## config.mk

```make
export PLATFORM = sky130hd
export DESIGN_NAME = l_stf_seq
export DESIGN_NICKNAME = d
export VERILOG_FILES = /design/src/rtl/l_stf_seq.sv
export SDC_FILE = /design/constraint.sdc
export NUM_CORES = 1
export LEC_CHECK = 0
export ABC_AREA = 1
export BUFFER_PORTS_ARGS = -buffer_cell sky130_fd_sc_hd__buf_2
export CAP_MARGIN = 20
export CELL_PAD_IN_SITES_DETAIL_PLACEMENT = 2
export CELL_PAD_IN_SITES_GLOBAL_PLACEMENT = 2
export CORE_UTILIZATION = 25
export DETAILED_ROUTE_END_ITERATION = 7
export PLACE_DENSITY_LB_ADDON = 0.08
export SLEW_MARGIN = 40
export SYNTH_ARGS = -nofsm -noshare
export SYNTH_HDL_FRONTEND = slang
export SYNTH_SLANG_ARGS = --single-unit
```

## constraint.sdc

```tcl
create_clock -name clk -period 1.2 [get_ports clk]
set_input_delay 0.12 -clock clk [delete_from_list [all_inputs] [get_ports clk]]
set_output_delay 0.12 -clock clk [all_outputs]
set_load 0.1 [all_outputs]
```

## src/rtl/l_stf_seq.sv

```systemverilog
// l_stf_seq: walks the legacy short-training-field ROM and streams the
// samples toward the preamble/IFFT mux. The field is NUM_REP repetitions of
// 16 ROM entries. The first sample can be edge-windowed (halved).
// A registered AXI-stream style output carries the samples.
// busy/done status is provided for the TX controller.
module l_stf_seq #(
    parameter int NUM_REP = 10,
    parameter bit WIN_EN  = 1'b1
) (
    input  logic        clk,
    input  logic        rstn,
    input  logic        start,
    output logic [3:0]  rom_addr,
    input  logic [31:0] rom_dout,
    output logic [31:0] m_tdata,
    output logic        m_tvalid,
    input  logic        m_tready,
    output logic        m_tlast,
    output logic        busy,
    output logic        done
);

    localparam logic [1:0] S_IDLE  = 2'd0;
    localparam logic [1:0] S_RUN   = 2'd1;
    localparam logic [1:0] S_FLUSH = 2'd2;

    localparam logic [7:0] LAST_CNT = 8'(NUM_REP * 16 - 1);

    logic [1:0]  state_q, state_d;
    logic [7:0]  cnt_q, cnt_d;
    logic [31:0] tdata_q, tdata_d;
    logic        tvalid_q, tvalid_d;
    logic        tlast_q, tlast_d;
    logic        busy_q, busy_d;
    logic        done_q, done_d;

    logic        load;
    logic        handshake;
    logic [31:0] win_sample;

    assign load      = !tvalid_q || m_tready;
    assign handshake = tvalid_q && m_tready;

    // Edge window: arithmetic halving of I and Q, applied only to sample 0
    always_comb begin
        win_sample = rom_dout;
        if (WIN_EN && (cnt_q == 8'd0)) begin
            win_sample = {rom_dout[31], rom_dout[31:17], rom_dout[15], rom_dout[15:1]};
        end
    end

    // Next-state logic for the sequencer FSM, counter and output register
    always_comb begin
        state_d  = state_q;
        cnt_d    = cnt_q;
        tdata_d  = tdata_q;
        tvalid_d = tvalid_q;
        tlast_d  = tlast_q;
        busy_d   = busy_q;
        done_d   = 1'b0;
        case (state_q)
            S_IDLE: begin
                // a start coinciding with the done pulse is deliberately dropped
                if (start && !done_q) begin
                    state_d = S_RUN;
                    cnt_d   = 8'd0;
                    busy_d  = 1'b1;
                end
            end
            S_RUN: begin
                if (load) begin
                    tdata_d  = win_sample;
                    tvalid_d = 1'b1;
                    tlast_d  = (cnt_q == LAST_CNT);
                    if (cnt_q == LAST_CNT) begin
                        state_d = S_FLUSH;
                    end else begin
                        cnt_d = cnt_q + 8'd1;
                    end
                end
            end
            S_FLUSH: begin
                if (handshake) begin
                    tvalid_d = 1'b0;
                    tlast_d  = 1'b0;
                    busy_d   = 1'b0;
                    done_d   = 1'b1;
                    state_d  = S_IDLE;
                end
            end
            default: begin
                state_d = S_IDLE;
            end
        endcase
    end

    // State registers with synchronous active-low reset
    always_ff @(posedge clk) begin
        if (!rstn) begin
            state_q  <= S_IDLE;
            cnt_q    <= 8'd0;
            tdata_q  <= 32'd0;
            tvalid_q <= 1'b0;
            tlast_q  <= 1'b0;
            busy_q   <= 1'b0;
            done_q   <= 1'b0;
        end else begin
            state_q  <= state_d;
            cnt_q    <= cnt_d;
            tdata_q  <= tdata_d;
            tvalid_q <= tvalid_d;
            tlast_q  <= tlast_d;
            busy_q   <= busy_d;
            done_q   <= done_d;
        end
    end

    assign rom_addr = cnt_q[3:0];
    assign m_tdata  = tdata_q;
    assign m_tvalid = tvalid_q;
    assign m_tlast  = tlast_q;
    assign busy     = busy_q;
    assign done     = done_q;

endmodule
```

==> results.json, run 1 <==
{
  "footprint_of_the_flip_flops_and_latches_um2": 945.9,
  "finalWorstPathRequiredPeriod_ns": 1.489,
  "status": "finished with violations",
  "synth_seq_cells": 46,
  "edff_count_synth": 0,
  "slew_viol_final": 0,
  "postCtsHoldBufs": 0,
  "timing.reg2reg.setup_slack_ns": -0.29,
  "net_count_synth": 439,
  "netlist-cell-type-count": 28,
  "area_growth_syn_to_fin_pct": 56.83,
  "syn_area_per_cell_um2": 6.693,
  "globalRoute.totalOverflow": 0,
  "finalHoldViolations": 0,
  "dp_cells": 620,
  "numCtsBuffers": 5,
  "place_congestion": 0.7196,
  "vdd_drop_max_uv": 485.3,
  "grt.met2_usage_pct": 28.90,
  "critical_path.startpoint_type": "flop",
  "transition_at_the_pin_with_the_smallest_max_transition_slack_ns": 0.2996,
  "netlist_instances": 401,
  "detailedRoute.firstPassIterationCount": 4,
  "timing.reg2reg.worst_path_depth": 9,
  "synth.cells.most_frequent": "94 x nand2_1, 76 x nor2_1, 69 x nand3_1",
  "setup.worst_path.class": "flop to flop",
  "hold_path_class": "input pin to flop",
  "dp_hpwl_um": 6464,
  "numClockSinks": 46,
  "fp.dieW_um": 105.6,
  "share_of_layout_cells_above_drive_strength_1_pct": 45.92,
  "grt-busiest-layer": "met2",
  "synth_area_leader_cell": "dfxtp_1",
  "fill_cells": 1237,
  "synth_seq_area_share_pct": 34.31,
  "worst_ep_arrival_time_ns": 1.71,
  "rr_endpoint": "m_tdata[10]",
  "die_h_um": 105.6,
  "dr_total_vias": 2933,
  "ys_async_sr_fraction_pct": 0,
  "timing.slew.headroom_pct": 80.14,
  "powerDensity_nw_per_um2": 1278,
  "drc": 0,
  "per_cell_routed_wire_length_um": 15.33,
  "violations": "negative setup slack",
  "maxCapViolations": 0,
  "root_buffer": "clkbuf_8",
  "worst_case_clock_buffer_depth": 2,
  "drt_first_iter_violations": 58,
  "reg2reg_from": "cnt_q[0]",
  "route.antenna.remaining_nets": 0,
  "first_global_vias": 2994,
  "critPathMaxFanout": 7,
  "dieArea_um2": 11150,
  "grt_antenna_before_repair": 0,
  "synth.most_common_cell": "nand2_1",
  "synthFlopType": "dfxtp_1",
  "clock_skew_ns": 0.01141,
  "top_level_ports": 76,
  "finalCritPeriodShare_pct": 124.1,
  "setup_repair_after_global_routing_missed_its_margin": "true",
  "initial_utilization_pct": 25.88,
  "timing.hold.ws_ns": 0.08489,
  "use_met3_pct": 2.968,
  "finish.cell_count_without_fillers": 639,
  "synth.yosys.warnings": 0,
  "routed_via_density": 4.590,
  "setup_ws_ns": -0.2892,
  "cp-endpoint": "m_tdata[10]",
  "coreArea_um2": 10370,
  "grt.total_usage_pct": 17.06,
  "grt_start_max_net_pins": 64,
  "timing.critical_path.required_ns": 1.42,
  "port_buffers": 75,
  "gr_met1_demand_resource_pct": 22.67,
  "clock_tree.htree_level_count": 2,
  "total_power_uw": 5381,
  "cts.clk_slew.worst_paths_ns": 0.10,
  "worst_setup_path_startpoint": "cnt_q[0]",
  "synth.cell_area_um2": 2684,
  "setup-violations-final": 42,
  "worstSkewPairLatency_ns": 0.31,
  "synthDominantCellAreaShare_pct": 34.31,
  "multiInputGateArea_um2": 1588,
  "fmax_mhz": 671.5,
  "power_leakage_uw": 0.002096,
  "endpoint_kind": "flop",
  "routed_wirelength_um": 9793,
  "antenna-diode-count": 0,
  "count_of_nets_after_finishing": 540,
  "core_rows": 37,
  "synth_top_cells_by_area": "dfxtp_1 34%, nand2_1 13%, nand3_1 13%",
  "clock_tree_from_tritoncts": "built",
  "grt_pass1_wl_um": 15080
}
## metrics by stage
step           utilization [%]  setup TNS, ns  setup WS [ns]  area (µm²)
2_1_floorplan                -         -3.426        -0.1074        2743
6_report                 40.59         -9.773        -0.2892        4209
3_3_place_gp             34.50         -5.265        -0.1793        3577
5_1_grt                  40.59         -13.47        -0.3665        4209
3_5_place_dp             34.50         -7.860        -0.2779        3577
4_1_cts                  37.39         -7.554        -0.2345        3877
## registers in the layout, indices dropped and copies added (netlist names)
name,cells
m_tvalid,1
m_tdata,32
done,1
busy,1
state_q,2
cnt_q,8
m_tlast,1
## power by group
part	internal, µW	switching [µW]
Combinational	812	1720
Clock	467	613
Sequential	1660	106
## layer usage
| metal | part of all wire, % | wire length (µm) | vias up |
|---|---|---|---|
| li1 | - | - | 1436 |
| met1 | 47 | 4612 | 1441 |
| met2 | 49 | 4796 | 49 |
| met3 | 3.2 | 309 | 7 |
| met4 | 0.76 | 74 | 0 |
| met5 | 0 | 0 | - |
## how the worst min path moves through the flow
| stage | start | end | slack [ns] | cells past startpoint |
|---|---|---|---|---|
| after detailed placement | rom_dout[0] | m_tdata[0] | 0.42 | 5 |
| after CTS | rom_dout[16] | m_tdata[16] | 0.09 | 5 |
| final | rom_dout[31] | m_tdata[31] | 0.08 | 3 |
| after floorplan | rstn | m_tdata[15] | 0.25 | 2 |
| after global placement | rom_dout[31] | m_tdata[31] | 0.41 | 3 |
| after global routing | rom_dout[31] | m_tdata[31] | 0.09 | 3 |
## critical path: stages (launching register included)
cell and delay (ns):
dfxtp_2 0.35, inv_2 0.07, ha_4 0.11, nor3b_4 0.26, nand2_4 0.16, clkbuf_16 0.21, nand2_2 0.06, nand3_2 0.05
nand2_1 0.07, inv_1 0.03
## final cells by class
type	count	area share, %
Clock buffer	6	1.962
Clock inverter	2	0.2675
Inverter	53	5.470
Multi-Input combinational cell	277	37.72
Sequential cell	46	22.47
Tap cell	136	4.043
Timing Repair Buffer	118	27.68
Timing Repair inverter	1	0.3864
## cells by family (layout without fill, tap and decap cells)
kind of cell    count (synthesis)  in the layout  share of synthesized area [%]
compound gates                 13             13                          2.564
fa+ha+maj                       2              2                         0.9323
buf+inv                        78            180                          17.81
flops                          46             46                          34.31
simple gates                  262            262                          44.38
## placed cells by master, fill, tap and decap left out, drive strengths merged
master and instances:
dfxtp 46, nand4 2, nand2 100, clkbuf 10, o21ai 4, a21oi 9
nor3 3, buf 114, clkinv 2, nand3b 1, inv 54, nor2 81
ha 2, nand3 74, nor3b 1
## what timing repair did
item | 4_1_cts | 5_1_grt
resized for setup | 56 | 58
endpoints found under the setup margin | 65 | 45
setup buffers | 2 | 4
pin swaps | 4 | 26
gates cloned | 1 | 4
Note: power is estimated with default switching activity, not from simulation.
==> run 2: changes to the inputs <==
CORE_UTILIZATION = 27   (was 25)
clock period = 1.7 ns   (was 1.2 ns; I/O delays follow)
==> results.json, run 2 (synthesis gave the netlist of run 1 again) <==
{
  "per_cell_routed_wire_length_um": 13.67,
  "timing.reg2reg.setup_slack_ns": 0.1,
  "wl_met3_um": 318,
  "reg2reg_from": "cnt_q[0]",
  "min_path_cells": 3,
  "clock_tree.htree_level_count": 2,
  "switching_fraction_of_total_power_pct": 46.40,
  "count_of_nets_after_finishing": 507,
  "timing.slew.headroom_pct": 66.51,
  "setup-violations-final": 0,
  "dr_total_vias": 2744,
  "critPathMaxFanout": 10,
  "routed-wl-met2_um": 4178,
  "transition_at_the_pin_with_the_smallest_max_transition_slack_ns": 0.5058,
  "finalWorstPathRequiredPeriod_ns": 1.602,
  "whs_endpoint": "m_tdata[15]",
  "critical_path.startpoint_type": "flop",
  "clock_skew_ns": 0.01067,
  "routed_wirelength_um": 8245,
  "timing.critical_path.required_ns": 1.91,
  "fmax_mhz": 624.4,
  "slew_viol_final": 0,
  "globalRoute.totalOverflow": 0,
  "antenna-diode-count": 0,
  "area_growth_syn_to_fin_pct": 17.76,
  "max_stage_delay_ns": 0.44,
  "place_congestion": 0.7588,
  "setup_ws_ns": 0.09841,
  "wl_met1_um": 3660,
  "dp_cells": 593,
  "worstSkewPairLatency_ns": 0.31,
  "root_buffer": "clkbuf_8",
  "share_of_layout_cells_above_drive_strength_1_pct": 26.60,
  "commonest_non_fill_non_tap_cells_in_the_layout": "94 x nand2_1, 76 x nor2_1, 75 x buf_2",
  "top_level_ports": 76,
  "routed_via_density": 4.551,
  "drt_first_iter_violations": 45,
  "topRoutingLayerUsed": "met4",
  "numCtsBuffers": 5,
  "drc": 0,
  "critical-path-top-delay-family": "buffers and inverters",
  "power.internal_uw": 1787,
  "core_rows": 36,
  "setup.worst_path.class": "flop to flop",
  "total_power_uw": 3333,
  "fp.dieW_um": 101.7,
  "worst_ep_arrival_time_ns": 1.81,
  "power.share.clock_pct": 22.3,
  "rr_endpoint": "m_tdata[4]",
  "maxCapViolations": 0,
  "switchingPower_uw": 1547,
  "preCtsSetupSlack_ns": 0.1112,
  "hold_path_class": "input pin to flop",
  "timing.reg2reg.worst_path_depth": 9,
  "status": "finished clean",
  "crit_path_cell_trace": "inv_1, ha_1, nor3b_4, buf_4, buf_4, nand3_1, nand3_1, nand2_1, inv_1",
  "timing.setup.tns_ns": 0,
  "numClockSinks": 46,
  "power_frac_seq_pct": 36.8,
  "largest_reg_flops": 32,
  "worst_case_clock_buffer_depth": 2,
  "grt_pass1_wl_um": 13410,
  "worst_hold_startpoint": "rom_dout[15]",
  "clock_tree_from_tritoncts": "built",
  "detailedRoute.firstPassIterationCount": 4,
  "cts.clk_slew.worst_paths_ns": 0.10,
  "powerDensity_nw_per_um2": 1055,
  "vdd_drop_max_uv": 383.6,
  "dp_hpwl_um": 5955,
  "timing.critical_path.buf_inv": 4,
  "endpoint_kind": "flop",
  "comb_power_share_pct": 40.9,
  "route.antenna.remaining_nets": 0,
  "die_h_um": 101.7,
  "power_leakage_uw": 0.001688,
  "initial_utilization_pct": 27.71,
  "dieArea_um2": 10340,
  "grt_start_max_net_pins": 64,
  "finalCritPeriodShare_pct": 94.21,
  "first_global_vias": 2772,
  "timing.hold.ws_ns": 0.1401,
  "grt.total_usage_pct": 16.66,
  "setup_repair_after_global_routing_missed_its_margin": "false",
  "grt_antenna_before_repair": 0,
  "finish.cell_count_without_fillers": 603,
  "finalHoldViolations": 0,
  "port_buffers": 75,
  "critical_path.slowest_cell": "dfxtp_1",
  "postCtsHoldBufs": 0,
  "coreArea_um2": 9684,
  "layout_commonest_cell": "nand2_1",
  "path_depth": 9
}
==> run 2: cell count changes in the layout (fill, tap and decap cells not counted), sizes merged <==
cell and change:
clkbuf -4, inv -1, clkinvlp +1, clkinv -1, buf -28
==> run 2: layout make-up <==
cell class / count / area, µm²
fill: 1251 / 6524
multi-input combinational: 277 / 1296
sequential: 46 / 924.6
timing repair buffer: 86 / 461.7
inverter: 53 / 216.5
tap: 133 / 166.4
clock buffer: 6 / 82.58
clock inverter: 2 / 12.51
==> run 2: what timing repair did <==
item,CTS,global route
setup buffers,0,2
gates resized for setup,0,4
endpoints found under the setup margin,0,29
==> run 2: worst max-delay path by stage <==
stage               startpoint          end  slack (ns)
finish                cnt_q[0]   m_tdata[4]         0.1
global route          cnt_q[0]  m_tdata[23]       0.002
detailed placement    cnt_q[0]  m_tdata[11]        0.11
floorplan             m_tvalid  m_tdata[10]        0.13
global placement      cnt_q[1]     cnt_q[1]        0.13
CTS                   cnt_q[1]     cnt_q[1]        0.09
==> run 2: metal layers <==
layer	vias up	global-route usage (%)
met5	-	0
met4	0	4.794
met3	6	2.830
met2	50	30.20
met1	1324	20.06
li1	1364	-
==> run 2: worst register-to-register path, stage by stage, from the launching register on <==
cell and delay [ns]:
dfxtp_1 0.44, inv_1 0.11, ha_1 0.21, nor3b_4 0.15
buf_4 0.15, buf_4 0.17, nand3_1 0.09, nand3_1 0.09
nand2_1 0.08, inv_1 0.04
==> run 2: power groups by stage <==
stage          Combinational [µW]  Sequential, µW  Clock, µW
2_1_floorplan                 549            1870          0
3_3_place_gp                 1340            1250          0
3_5_place_dp                 1360            1250          0
4_1_cts                      1370            1230        795
5_1_grt                      1470            1240        830
6_report                     1360            1230        743
==> run 2: per-stage QoR <==
stage          instance area, µm²  util, %
2_1_floorplan                2686        -
3_3_place_gp                 3034    31.33
3_5_place_dp                 3034    31.33
4_1_cts                      3129    32.31
5_1_grt                      3161    32.64
6_report                     3161    32.64
